$ cat src/rtl/bitdensity_pkg.sv
// bitdensity_pkg
//   Shared types and constants for the bit-density encoder.
//   - state_t    : encoder FSM states (IDLE, RUN)
//   - LFSR_*     : width, tap mask and reset seed of the dither LFSR
//                  (only consumed when BITDENSITY_DITHER_EN is defined)
package bitdensity_pkg;

  typedef enum logic {
    IDLE = 1'b0,
    RUN  = 1'b1
  } state_t;

  localparam int              LFSR_WIDTH = 16;
  // x^16 + x^14 + x^13 + x^11 + 1 -> register bits 15, 13, 12, 10
  localparam logic [15:0]     LFSR_TAPS  = 16'hB400;
  localparam logic [15:0]     LFSR_SEED  = 16'hACE1;

endpackage

$ cat src/rtl/bitdensity_encoder_lfsr16.sv
// lfsr16
//   16-bit Fibonacci LFSR used to randomise the accumulator start phase.
//   Only instantiated when BITDENSITY_DITHER_EN is defined.
//   Ports:
//     clk   in   clock
//     rst   in   synchronous active-high reset (loads LFSR_SEED)
//     en    in   advance one step
//     lfsr  out  current register contents
module lfsr16
  import bitdensity_pkg::*;
(
  input  logic                  clk,
  input  logic                  rst,
  input  logic                  en,
  output logic [LFSR_WIDTH-1:0] lfsr
);

  always_ff @(posedge clk) begin
    if (rst) begin
      lfsr <= LFSR_SEED;
    end else if (en) begin
      lfsr <= {lfsr[LFSR_WIDTH-2:0], ^(lfsr & LFSR_TAPS)};
    end
  end

endmodule

$ cat src/rtl/bitdensity_encoder.sv
// bitdensity_encoder
//   Accepts a ones-count and serially emits an NDATA-bit frame holding
//   exactly that many 1s, spread evenly by a first-order (Bresenham)
//   accumulator.
//   Optional: define BITDENSITY_DITHER_EN to start each frame's
//   accumulator from an LFSR value, varying the phase frame to frame.
//   Ports:
//     clk          in   clock
//     rst          in   synchronous active-high reset
//     count_in     in   requested ones per frame (saturated to NDATA)
//     count_valid  in   count_in valid
//     count_ready  out  encoder idle, can take a count
//     bit_out      out  current frame bit
//     bit_valid    out  bit_out valid
//     bit_ready    in   downstream accepts bit_out
//     frame_last   out  marks the final bit of the frame
//     busy         out  frame in progress
//
//   state | meaning
//   ------+--------------------------------------------
//   IDLE  | waiting for a count, outputs quiet
//   RUN   | emitting frame bits, one per bit handshake
module bitdensity_encoder
  import bitdensity_pkg::*;
#(
  parameter int NDATA     = 128,
  localparam int NDATA_LOG = $clog2(NDATA)
) (
  input  logic               clk,
  input  logic               rst,
  input  logic [NDATA_LOG:0] count_in,
  input  logic               count_valid,
  output logic               count_ready,
  output logic               bit_out,
  output logic               bit_valid,
  input  logic               bit_ready,
  output logic               frame_last,
  output logic               busy
);

  localparam logic [NDATA_LOG:0]   CNT_FULL = (NDATA_LOG+1)'(NDATA);
  localparam logic [NDATA_LOG+1:0] SUM_FULL = (NDATA_LOG+2)'(NDATA);
  localparam logic [NDATA_LOG-1:0] IDX_LAST = (NDATA_LOG)'(NDATA - 1);
  localparam logic [NDATA_LOG-1:0] IDX_ONE  = (NDATA_LOG)'(1);

  state_t               state, state_nxt;
  logic [NDATA_LOG:0]   cnt;
  logic [NDATA_LOG-1:0] acc;
  logic [NDATA_LOG-1:0] idx;
  logic [NDATA_LOG-1:0] acc_seed;
  logic [NDATA_LOG+1:0] sum;
  logic                 bit_calc;
  logic                 count_take;
  logic                 bit_take;
  logic                 at_last;

  assign sum        = {2'b00, acc} + {1'b0, cnt};
  assign bit_calc   = (sum >= SUM_FULL);
  assign at_last    = (idx == IDX_LAST);
  assign count_take = count_valid && count_ready;
  assign bit_take   = bit_valid && bit_ready;

`ifdef BITDENSITY_DITHER_EN
  logic [LFSR_WIDTH-1:0] lfsr;

  lfsr16 u_lfsr (
    .clk  (clk),
    .rst  (rst),
    .en   (count_take),
    .lfsr (lfsr)
  );

  // Seed is below NDATA, so the ones count per frame is unchanged.
  assign acc_seed = lfsr[NDATA_LOG-1:0];
`else
  assign acc_seed = '0;
`endif

  // State register
  always_ff @(posedge clk) begin
    if (rst) begin
      state <= IDLE;
    end else begin
      state <= state_nxt;
    end
  end

  // Next-state logic
  always_comb begin
    state_nxt = state;
    case (state)
      IDLE:    if (count_take) state_nxt = RUN;
      RUN:     if (bit_take && at_last) state_nxt = IDLE;
      default: state_nxt = IDLE;
    endcase
  end

  // Outputs: all derived from registers, no input-to-output path
  always_comb begin
    count_ready = 1'b0;
    bit_valid   = 1'b0;
    busy        = 1'b0;
    bit_out     = 1'b0;
    frame_last  = 1'b0;
    case (state)
      IDLE: count_ready = 1'b1;
      RUN: begin
        bit_valid  = 1'b1;
        busy       = 1'b1;
        bit_out    = bit_calc;
        frame_last = at_last;
      end
      default: count_ready = 1'b0;
    endcase
  end

  // Datapath. Subtracting NDATA on a 1-bit is the same as taking
  // (acc + cnt) modulo NDATA, so the low bits of cnt suffice here.
  always_ff @(posedge clk) begin
    if (rst) begin
      cnt <= '0;
      acc <= '0;
      idx <= '0;
    end else if (count_take) begin
      cnt <= (count_in > CNT_FULL) ? CNT_FULL : count_in;
      acc <= acc_seed;
      idx <= '0;
    end else if (bit_take) begin
      acc <= acc + cnt[NDATA_LOG-1:0];
      idx <= at_last ? '0 : idx + IDX_ONE;
    end
  end

endmodule

$ cat config.mk
export PLATFORM = sky130hd
export DESIGN_NAME = bitdensity_encoder
export DESIGN_NICKNAME = d
export VERILOG_FILES = /design/src/rtl/bitdensity_pkg.sv /design/src/rtl/bitdensity_encoder_lfsr16.sv /design/src/rtl/bitdensity_encoder.sv
export SDC_FILE = /design/constraint.sdc
export NUM_CORES = 1
export LEC_CHECK = 0
export BUFFER_PORTS_ARGS = -buffer_cell sky130_fd_sc_hd__buf_4
export CAP_MARGIN = 0
export CORE_UTILIZATION = 50
export CTS_CLUSTER_SIZE = 28
export DETAILED_ROUTE_END_ITERATION = 16
export GPL_TIMING_DRIVEN = 0
export PLACE_DENSITY_LB_ADDON = 0.25
export SLEW_MARGIN = 20
export SYNTH_ARGS = -nofsm -noshare
export SYNTH_HDL_FRONTEND = slang
export SYNTH_SLANG_ARGS = --single-unit
$ cat constraint.sdc
create_clock -name clk -period 3.7 [get_ports clk]
set_input_delay 0.37 -clock clk [delete_from_list [all_inputs] [get_ports clk]]
set_output_delay 0.37 -clock clk [all_outputs]
set_load 0.05 [all_outputs]
==> results of run 1 <==
## registers in the layout, summed over array words and instances, names as in the netlist
register	flops
idx	7
state	1
cnt	8
acc	7
## how the worst max path moves through the flow
stage                                   start  endpoint  slack (ns)
after global routing      cnt[0]$_SDFFE_PP0P_   bit_out        0.96
final                     cnt[0]$_SDFFE_PP0P_   bit_out        1.09
after CTS                 cnt[0]$_SDFFE_PP0P_   bit_out        1.07
after floorplan           cnt[0]$_SDFFE_PP0P_   bit_out        0.82
after detailed placement  cnt[0]$_SDFFE_PP0P_   bit_out        1.44
after global placement    cnt[0]$_SDFFE_PP0P_   bit_out        1.49
## cell type report
cell class,count,area (um^2)
tap,30,37.5
clock buffer,3,22.5
clock inverter,1,5.00
fill,220,980
timing repair buffer,15,113
sequential,23,460
buffer,7,40.0
inverter,4,15.0
multi-input combinational,121,782
## synth_stat cells (all sizes together) (2+ instances only)
| cell | count |
|---|---|
| nand2b | 2 |
| and3 | 2 |
| nand3b | 3 |
| nor2b | 2 |
| buf | 5 |
| dfxtp | 23 |
| nor3b | 3 |
| and2 | 4 |
| o21ai | 4 |
| o31ai | 2 |
| clkbuf | 2 |
| nor4 | 2 |
| nor3 | 8 |
| a22o | 5 |
| nor2 | 12 |
| or4 | 2 |
| a211oi | 4 |
| nand2 | 21 |
| ha | 8 |
| xor2 | 3 |
| nand3 | 7 |
| nand4 | 2 |
| a21oi | 10 |
| inv | 4 |
## where the power goes
group	switching (mW)	internal, mW	total [mW]
Sequential	0.00401	0.253	0.257
Combinational	0.0388	0.0264	0.0652
Clock	0.0801	0.0405	0.121
## routing by layer
layer	vias up	global-route usage	routed length, um
met5	-	0	0
met4	0	0.0658	29
met3	4	0.0345	47
met2	10	0.369	1330
met1	548	0.271	1290
li1	603	-	-
## cells by family (layout without fill, tap and decap cells)
logic type / after synthesis / in the layout / share of synthesized area
compound gates: 32 / 32 / 0.172
xor+xnor: 4 / 4 / 0.0270
fa+ha+maj: 9 / 9 / 0.0926
buf+inv: 11 / 30 / 0.0424
simple gates: 76 / 76 / 0.311
flops: 23 / 23 / 0.355
## worst max-delay path, cell delays in order, from the launching register on
cell and delay, ns:
dfxtp_1 0.36, ha_1 0.20, inv_1 0.07, fa_1 0.37, and2b_1 0.26, nor2_1 0.05, and4_1 0.19, a211oi_1 0.18
buf_4 0.24
## stage by stage
step                      instances   util
after CTS                       204  0.601
after floorplan                 155      -
after global routing            204  0.601
final                           204  0.601
after global placement          200  0.590
after detailed placement        200  0.590
==> metrics.md, run 1 <==
| Metric | Value |
|---|---|
| Status | completed |
| Worst hold stages | 2 |
| DRC | 0 |
| GP Congestion | 0.814 |
| Initial DRC Count | 13 |
| Min cycle time layout | 2.61 ns |
| CTS tree | built |
| Mapped cell area | 1300 um^2 |
| Row count | 18 |
| Antenna violations before repair | 0 |
| Boundary pin count | 17 |
| Core area | 2450 um^2 |
| Setup WS post-layout | 1.09 ns |
| Total die area | 2800 um^2 |
| Dominant cell type by area after synthesis | dfxtp_1 |
| Post-Route WL | 2.69 mm |
| Syn nets | 176 |
| Antenna cells | 0 |
| Postcts setup bufs | 0 |
| Hold Fails Final Rpt | 0 |
| YS warnings | 0 |
| Setup CP Type | reg -> out |
| Synth cell types | 44 |
| Port bufs | 15 |
| Die Y | 52.9 um |
| Max Cap Violations | 0 |
| First-pass GRT wire length | 4.33 mm |
| DIE WIDTH | 52.9 um |
| Setup crit start kind | register |
| Worst VDD drop | 0.260 mV |
| Clock skew | 0.00341 ns |
| Clock tree buffer depth | 2 |
| ANT nets after route | 0 |
| Measured slew at the worst slew-check pin | 0.648 ns |
| Drt first pass iters | 4 |
| Fmax | 383 MHz |
| CTS root buf | clkbuf_4 |
| Worst hold path startpoint | count_in[1] |
| Number of gates resized after cts | 0 |
| Largest net degree at the start of global routing | 14 |
| Setup TNS | 0 ns |
| Initial core utilization | 0.529 |
| Crit. End Element | output port |
| Post-Syn Area per Cell | 8.37 um^2 |
| Most common cell after layout, fill and taps aside | dfxtp_1 |
| Post-detail-place hpwl | 2.13 mm |
| Design area | 1480 um^2 |
| Worst path required time | 3.33 ns |
| GR Util All Layers | 0.214 |
| R2R depth | 7 |
| R2r setup slk | 1.68 ns |
| Later-pin clock latency in the skew report | 0.32 ns |
| Ranking of synthesized cells by area | dfxtp_1, ha_1, nand2_1 |
| Worst-path clk slew | 0.13 ns |
| Most frequent cells in the layout | dfxtp_1, nand2_1, buf_4 |
| Hold WS | 0.264 ns |
| Worst Path Arrival | 2.24 ns |
| Final Power | 0.443 mW |
| Post-layout nets | 196 |
| Htree depth | 1 |
| RR Endpoint | acc[6]$_SDFFE_PP0P_ |
| WHS Endpoint | cnt[1]$_SDFFE_PP0P_ |
| Post-placement cell area | 1450 um^2 |
| Final Max Tran Viols | 0 |
| Final worst path period share | 0.706 |
| Post-CTS Hold Buffers | 0 |
| Avg WL per Cell | 13.2 um |
| RR Startpoint | cnt[0]$_SDFFE_PP0P_ |
| Mapped Cells | 155 |
| Vias | 1165 |
| CTS Buf Count | 3 |
| Final setup violating endpoints | 0 |
| Pwr Density | 300 nW/um^2 |
| Synthesized flop and latch total | 23 |
| RSZ-0062 raised after global routing | no |
| Clock sink count | 23 |
| Grt total ovfl | 0 |
| Seq/Total Area, Yosys | 0.355 |
| Layout cell share with drive strength beyond 1 | 0.178 |
| Vias in the first global route | 987 |
| Area grow syn2layout | 13.7% |
| EDFF count, synth | 0 |
| Worst slew margin | 0.567 |
| Pre-CTS setup slack | 1.44 ns |
| Async S/R FF share, synth | 0 |
| Share of the synthesized area in the top cell type | 0.355 |
| Pleak | 0.585 nW |
| Via/cell ratio | 5.71 |
| Worst Hold Class | in -> reg |
| Main synth FF type | dfxtp_1 |
| Worst-path fanout max | 4 |
Note: power is estimated with default switching activity, not from simulation.
==> run 2: changes to the inputs <==
- ABC_AREA: unset -> 1
- clock period: 3.7 -> 2.1 ns (I/O delays scaled with it)
==> metrics.md, run 2 <==
| Metric | Value |
|---|---|
| Via/cell ratio | 5.16 |
| Clock tree buffer depth | 2 |
| Crit. End Element | output port |
| Main synth FF type | dfxtp_1 |
| Vias | 1294 |
| EDFF count, synth | 0 |
| Slowest stage delay, CP | 0.37 ns |
| Clock skew | 0.00837 ns |
| Row count | 18 |
| Async S/R FF share, synth | 0 |
| Max Cap Violations | 0 |
| Most numerous cell on the critical path | inv_2 |
| Status | completed |
| Clock sink count | 23 |
| Area grow syn2layout | 21.8% |
| Top reg by flops | cnt |
| Worst-path clk slew | 0.13 ns |
| Final worst path period share | 0.981 |
| Share of the synthesized area in the top cell type | 0.337 |
| Synth Area in XOR/XNOR | 0.0128 |
| Most common cell after layout, fill and taps aside | nand2_1 |
| Post-detail-place hpwl | 2.28 mm |
| Most frequent cells in the layout | nand2_1, inv_1, buf_4 |
| Worst-path fanout max | 2 |
| RSZ-0062 raised after global routing | yes |
| DIE WIDTH | 54.3 um |
| Boundary pin count | 17 |
| YS warnings | 0 |
| Slowest CP cell | dfxtp_2 |
| Worst path required time | 1.89 ns |
| Final setup violating endpoints | 0 |
| Initial core utilization | 0.542 |
| Ranking of synthesized cells by area | dfxtp_1, nand2_1, inv_1 |
| Htree depth | 1 |
| WP buf/inv | 4 |
| Grt total ovfl | 0 |
| Post-Route WL | 3.19 mm |
| Post-layout nets | 243 |
| Hold Fails Final Rpt | 0 |
| Synthesized flop and latch total | 23 |
| Synth cell types | 30 |
| Met3 wire len | 109 um |
| Later-pin clock latency in the skew report | 0.32 ns |
| Mapped cell area | 1370 um^2 |
| Final Power | 0.863 mW |
| Largest family of logic cells by synthesized area | simple AND/OR/NAND/NOR gates |
| Largest regs | cnt: 8 flops, acc: 7 flops, idx: 7 flops |
| First-pass GRT wire length | 4.95 mm |
| DRC | 0 |
| Antenna violations before repair | 0 |
| Dominant cell type by area after synthesis | dfxtp_1 |
| Most common cell in the synthesized netlist | nand2_1 |
| Max layer used | met4 |
| Antenna cells | 0 |
| Layout cell share with drive strength beyond 1 | 0.267 |
| Vias in the first global route | 1202 |
| Final Max Tran Viols | 0 |
| Port bufs | 16 |
| GP Congestion | 0.805 |
| Measured slew at the worst slew-check pin | 0.376 ns |
| Mux share of post-synthesis cell area | 0 |
| Setup TNS | 0 ns |
| Simple-Gate Fraction of Synth Area | 0.335 |
| CTS tree | built |
| Post-synthesis compound-gate area fraction | 0.101 |
| Setup CP Type | reg -> out |
| Setup crit start kind | register |
| Post-Syn Area per Cell | 6.94 um^2 |
| Post-synth top cells | nand2_1, inv_1, dfxtp_1 |
| Min cycle time layout | 2.06 ns |
| Area share of fa/ha/maj cells after synthesis | 0.0878 |
| Worst Path Arrival | 1.85 ns |
| Post-CTS Hold Buffers | 0 |
| Cell family with most CP delay | adder cells |
| Met2 wire length | 1.57 mm |
| Fmax | 485 MHz |
| CP Cell Sequence | ha_4 > inv_2 > fa_2 > inv_2 > nand3_2 > nand2_2 > a21oi_2 > nand3_1 > nand2_1 > inv_2 > buf_8 |
| Syn nets | 218 |
| Worst Hold Class | in -> reg |
| Drt first pass iters | 4 |
| ANT nets after route | 0 |
| Die Y | 54.3 um |
| Pwr Density | 518 nW/um^2 |
| Mapped Cells | 197 |
| Core area | 2520 um^2 |
| Pleak | 0.778 nW |
| Wire length on met1 | 1.45 mm |
| Largest net degree at the start of global routing | 13 |
| CTS Buf Count | 3 |
| Total die area | 2950 um^2 |
| GR Util All Layers | 0.239 |
| Worst VDD drop | 0.443 mV |
| CTS root buf | clkbuf_4 |
| Initial DRC Count | 21 |
| Worst slew margin | 0.748 |
| Seq/Total Area, Yosys | 0.337 |
| Max reg flops | 8 |
| Avg WL per Cell | 12.7 um |
## run 2: cell types whose count changed after synthesis, sizes merged, moves of 6 or more
cell,change
nor2,+8
nand2,+35
inv,+34
nor3,-6
nand3,+6
## run 2: stage by stage
step,hold WS (ns),area [um^2],instances,setup WS (ns),util
after floorplan,0.341,1370,197,0.143,-
after global placement,0.441,1530,243,0.208,0.605
after detailed placement,0.447,1530,243,0.203,0.605
after CTS,0.117,1580,248,0.00585,0.627
after global routing,0.136,1670,251,-0.0641,0.660
final,0.108,1670,251,0.0399,0.660
## run 2: routing by layer
metal / up-vias / track usage
met5: - / 0
met4: 0 / 0.132
met3: 6 / 0.0306
met2: 23 / 0.411
met1: 595 / 0.285
li1: 670 / -
## run 2: what timing repair did
item,CTS,global route
resized for setup,7,14
endpoints found under the setup margin,1,1
pin swaps,1,4
setup buffers,1,3
## run 2: final cells by class
cell class,instances,area (um^2)
tap,30,37.5
sequential,23,467
inverter,39,148
multi-input combinational,132,803
timing repair buffer,20,158
clock buffer,4,26.3
fill,229,857
buffer,3,26.3
## run 2: kinds of logic after synthesis
logic type / Yosys count
AO/OA/AOI/OAI: 23
XOR/XNOR: 2
adder cells (fa/ha/maj): 9
buffers and inverters: 42
flip-flops: 23
AND/OR/NAND/NOR: 98
## run 2: worst register-to-register path: stages (launching register included)
cell     delay, ns
dfxtp_2       0.37
ha_4          0.14
inv_2         0.04
fa_2          0.37
inv_2         0.08
nand3_2       0.06
nand2_2       0.09
buf_4         0.11
xor2_1        0.06
o21ai_0       0.16
inv_1         0.06
## run 2: power by group
part           internal (mW)  switching, mW
sequential             0.454         0.0191
clock                 0.0745          0.135
combinational         0.0727          0.108
## run 2: final timing paths
check                                          from             endpoint  slack [ns]  cells after the start
worst max-delay path            acc[0]$_SDFFE_PP0P_              bit_out        0.04                     11
worst min-delay path                    count_in[5]  cnt[5]$_SDFFE_PP0P_        0.11                      3
worst max register to register  acc[0]$_SDFFE_PP0P_  acc[4]$_SDFFE_PP0P_        0.47                     10
worst min register to register  cnt[5]$_SDFFE_PP0P_  cnt[5]$_SDFFE_PP0P_        0.49                      2
==> run 3: changes to the inputs <==
- PLACE_DENSITY: unset -> 0.7
- PLACE_DENSITY_LB_ADDON: 0.25 -> unset
==> metrics.md, run 3 (synthesized netlist as in run 2, its figures left out) <==
| Metric | Value |
|---|---|
| Crit. End Element | output port |
| Min cycle time layout | 2.05 ns |
| Switch share | 0.298 |
| Post-layout nets | 243 |
| Post-detail-place hpwl | 2.28 mm |
| Busiest metal layer after global routing | met2 |
| CTS Buf Count | 3 |
| GR Util All Layers | 0.215 |
| First-pass GRT wire length | 4.55 mm |
| Antenna cells | 0 |
| Met3 Use GR | 0.0167 |
| Htree depth | 1 |
| Worst Path Arrival | 1.84 ns |
| Die Y | 54.3 um |
| WP buf/inv | 4 |
| Clock tree buffer depth | 2 |
| Initial DRC Count | 27 |
| Grt total ovfl | 0 |
| Worst VDD drop | 0.430 mV |
| Setup CP Type | reg -> out |
| Boundary pin count | 17 |
| Vias in the first global route | 1095 |
| Clock skew | 0.0116 ns |
| Via/cell ratio | 5.02 |
| Pleak | 0.775 nW |
| Cell family with most CP delay | adder cells |
| Final setup violating endpoints | 0 |
| Layout cell share with drive strength beyond 1 | 0.253 |
| Setup crit start kind | register |
| Max Cap Violations | 0 |
| Pint | 0.603 mW |
| Antenna violations before repair | 0 |
| Worst path required time | 1.89 ns |
| Critical path startpoint | cnt[0]$_SDFFE_PP0P_ |
| GRT met2 Usage | 0.368 |
| Comb power frac | 0.211 |
| CP Cell Sequence | ha_4 > inv_2 > fa_2 > inv_2 > nand3_2 > nand2_2 > a21oi_2 > nand3_1 > nand2_1 > inv_1 > buf_6 |
| Slowest CP cell | fa_2 |
| Final Max Tran Viols | 0 |
| Later-pin clock latency in the skew report | 0.31 ns |
| Fmax | 489 MHz |
| Worst-path fanout max | 2 |
| Slowest stage delay, CP | 0.40 ns |
| DIE WIDTH | 54.3 um |
| Hold WS | 0.138 ns |
| CTS tree | built |
| CTS root buf | clkbuf_4 |
| RSZ-0062 raised after global routing | yes |
| Row count | 18 |
| Largest net degree at the start of global routing | 13 |
| Most frequent cells in the layout | nand2_1, inv_1, buf_4 |
| Worst slew margin | 0.770 |
| Port bufs | 16 |
| Pwr Density | 512 nW/um^2 |
| Measured slew at the worst slew-check pin | 0.344 ns |
| Max reg flops | 8 |
| Worst-path clk slew | 0.11 ns |
| DRC | 0 |
| Area grow syn2layout | 22.7% |
| Hold Fails Final Rpt | 0 |
| Top reg by flops | cnt |
| Net load switching power | 0.256 mW |
| Most common cell after layout, fill and taps aside | nand2_1 |
| Post-Route WL | 2.94 mm |
| Most numerous cell on the critical path | inv_2 |
| DP Cell Count | 243 |
| Final Instance Count excl. Fillers | 251 |
| ANT nets after route | 0 |
| Largest regs | cnt: 8 flops, acc: 7 flops, idx: 7 flops |
| RR Startpoint | cnt[0]$_SDFFE_PP0P_ |
| Total die area | 2950 um^2 |
| Core area | 2520 um^2 |
| Part of the power in registers | 0.551 |
| Worst Hold Class | in -> reg |
| Vias | 1260 |
| Final worst path period share | 0.974 |
| Avg WL per Cell | 11.7 um |
| Initial core utilization | 0.542 |
| Clock sink count | 23 |
| Met1 Use GR | 0.282 |
| Worst hold path startpoint | count_in[5] |
| Status | completed |
| Clock network fraction of total power | 0.238 |
| GP Congestion | 0.769 |
| Drt first pass iters | 4 |
## run 3: cell counts in the layout (fill, tap and decap cells not counted)
No cell type changed its count.
## run 3: power by group through the flow
stage | clock, mW | combinational (mW) | sequential (mW)
global route | 0.225 | 0.203 | 0.476
floorplan | 0 | 0.112 | 0.482
detailed placement | 0 | 0.168 | 0.478
CTS | 0.211 | 0.171 | 0.469
global placement | 0 | 0.164 | 0.477
finish | 0.204 | 0.182 | 0.474
## run 3: what timing repair did
item,CTS,global route
setup endpoints to repair,1,1
hold buffers,0,0
gates resized for setup,5,12
pin swaps,1,4
setup buffers,1,3
## run 3: worst register-to-register path, cell delays in order (launching register included)
cell and delay (ns):
dfxtp_2 0.38, ha_4 0.13, inv_2 0.04, fa_2 0.40, inv_2 0.07, nand3_2 0.06
nand2_2 0.09, buf_4 0.11, xor2_1 0.17, o21ai_0 0.09, inv_1 0.06
## run 3: layout make-up
cell class / count / area (um^2)
Multi-Input combinational cell: 132 / 822
Inverter: 39 / 148
Fill cell: 229 / 845
Tap cell: 30 / 37.5
Clock buffer: 4 / 26.3
Timing Repair Buffer: 20 / 154
Sequential cell: 23 / 464
Buffer: 3 / 26.3
## run 3: path summary, 6_finish.rpt
| path | endpoint | cells after the start | slack, ns |
|---|---|---|---|
| setup / recovery | bit_out | 11 | 0.05 |
| hold / removal | cnt[5]$_SDFFE_PP0P_ | 3 | 0.14 |
| setup reg to reg | acc[4]$_SDFFE_PP0P_ | 10 | 0.46 |
| hold reg to reg | idx[6]$_SDFFE_PP0P_ | 2 | 0.50 |
## run 3: layer usage
layer  part of all wire  wire (um)
met2               0.49       1450
met1               0.46       1340
met3              0.038        111
met5                  0          0
met4              0.012         34
## run 3: through the flow
stage / cell area [um^2] / setup slack, ns / utilization / total power [mW] / TNS, ns
after floorplan: 1370 / 0.143 / - / 0.593 / 0
after global placement: 1530 / 0.200 / 0.605 / 0.641 / 0
after detailed placement: 1530 / 0.192 / 0.605 / 0.646 / 0
after CTS: 1580 / 0.00205 / 0.627 / 0.851 / 0
after global routing: 1680 / -0.0763 / 0.665 / 0.904 / -0.0763
final: 1680 / 0.0542 / 0.665 / 0.860 / 0
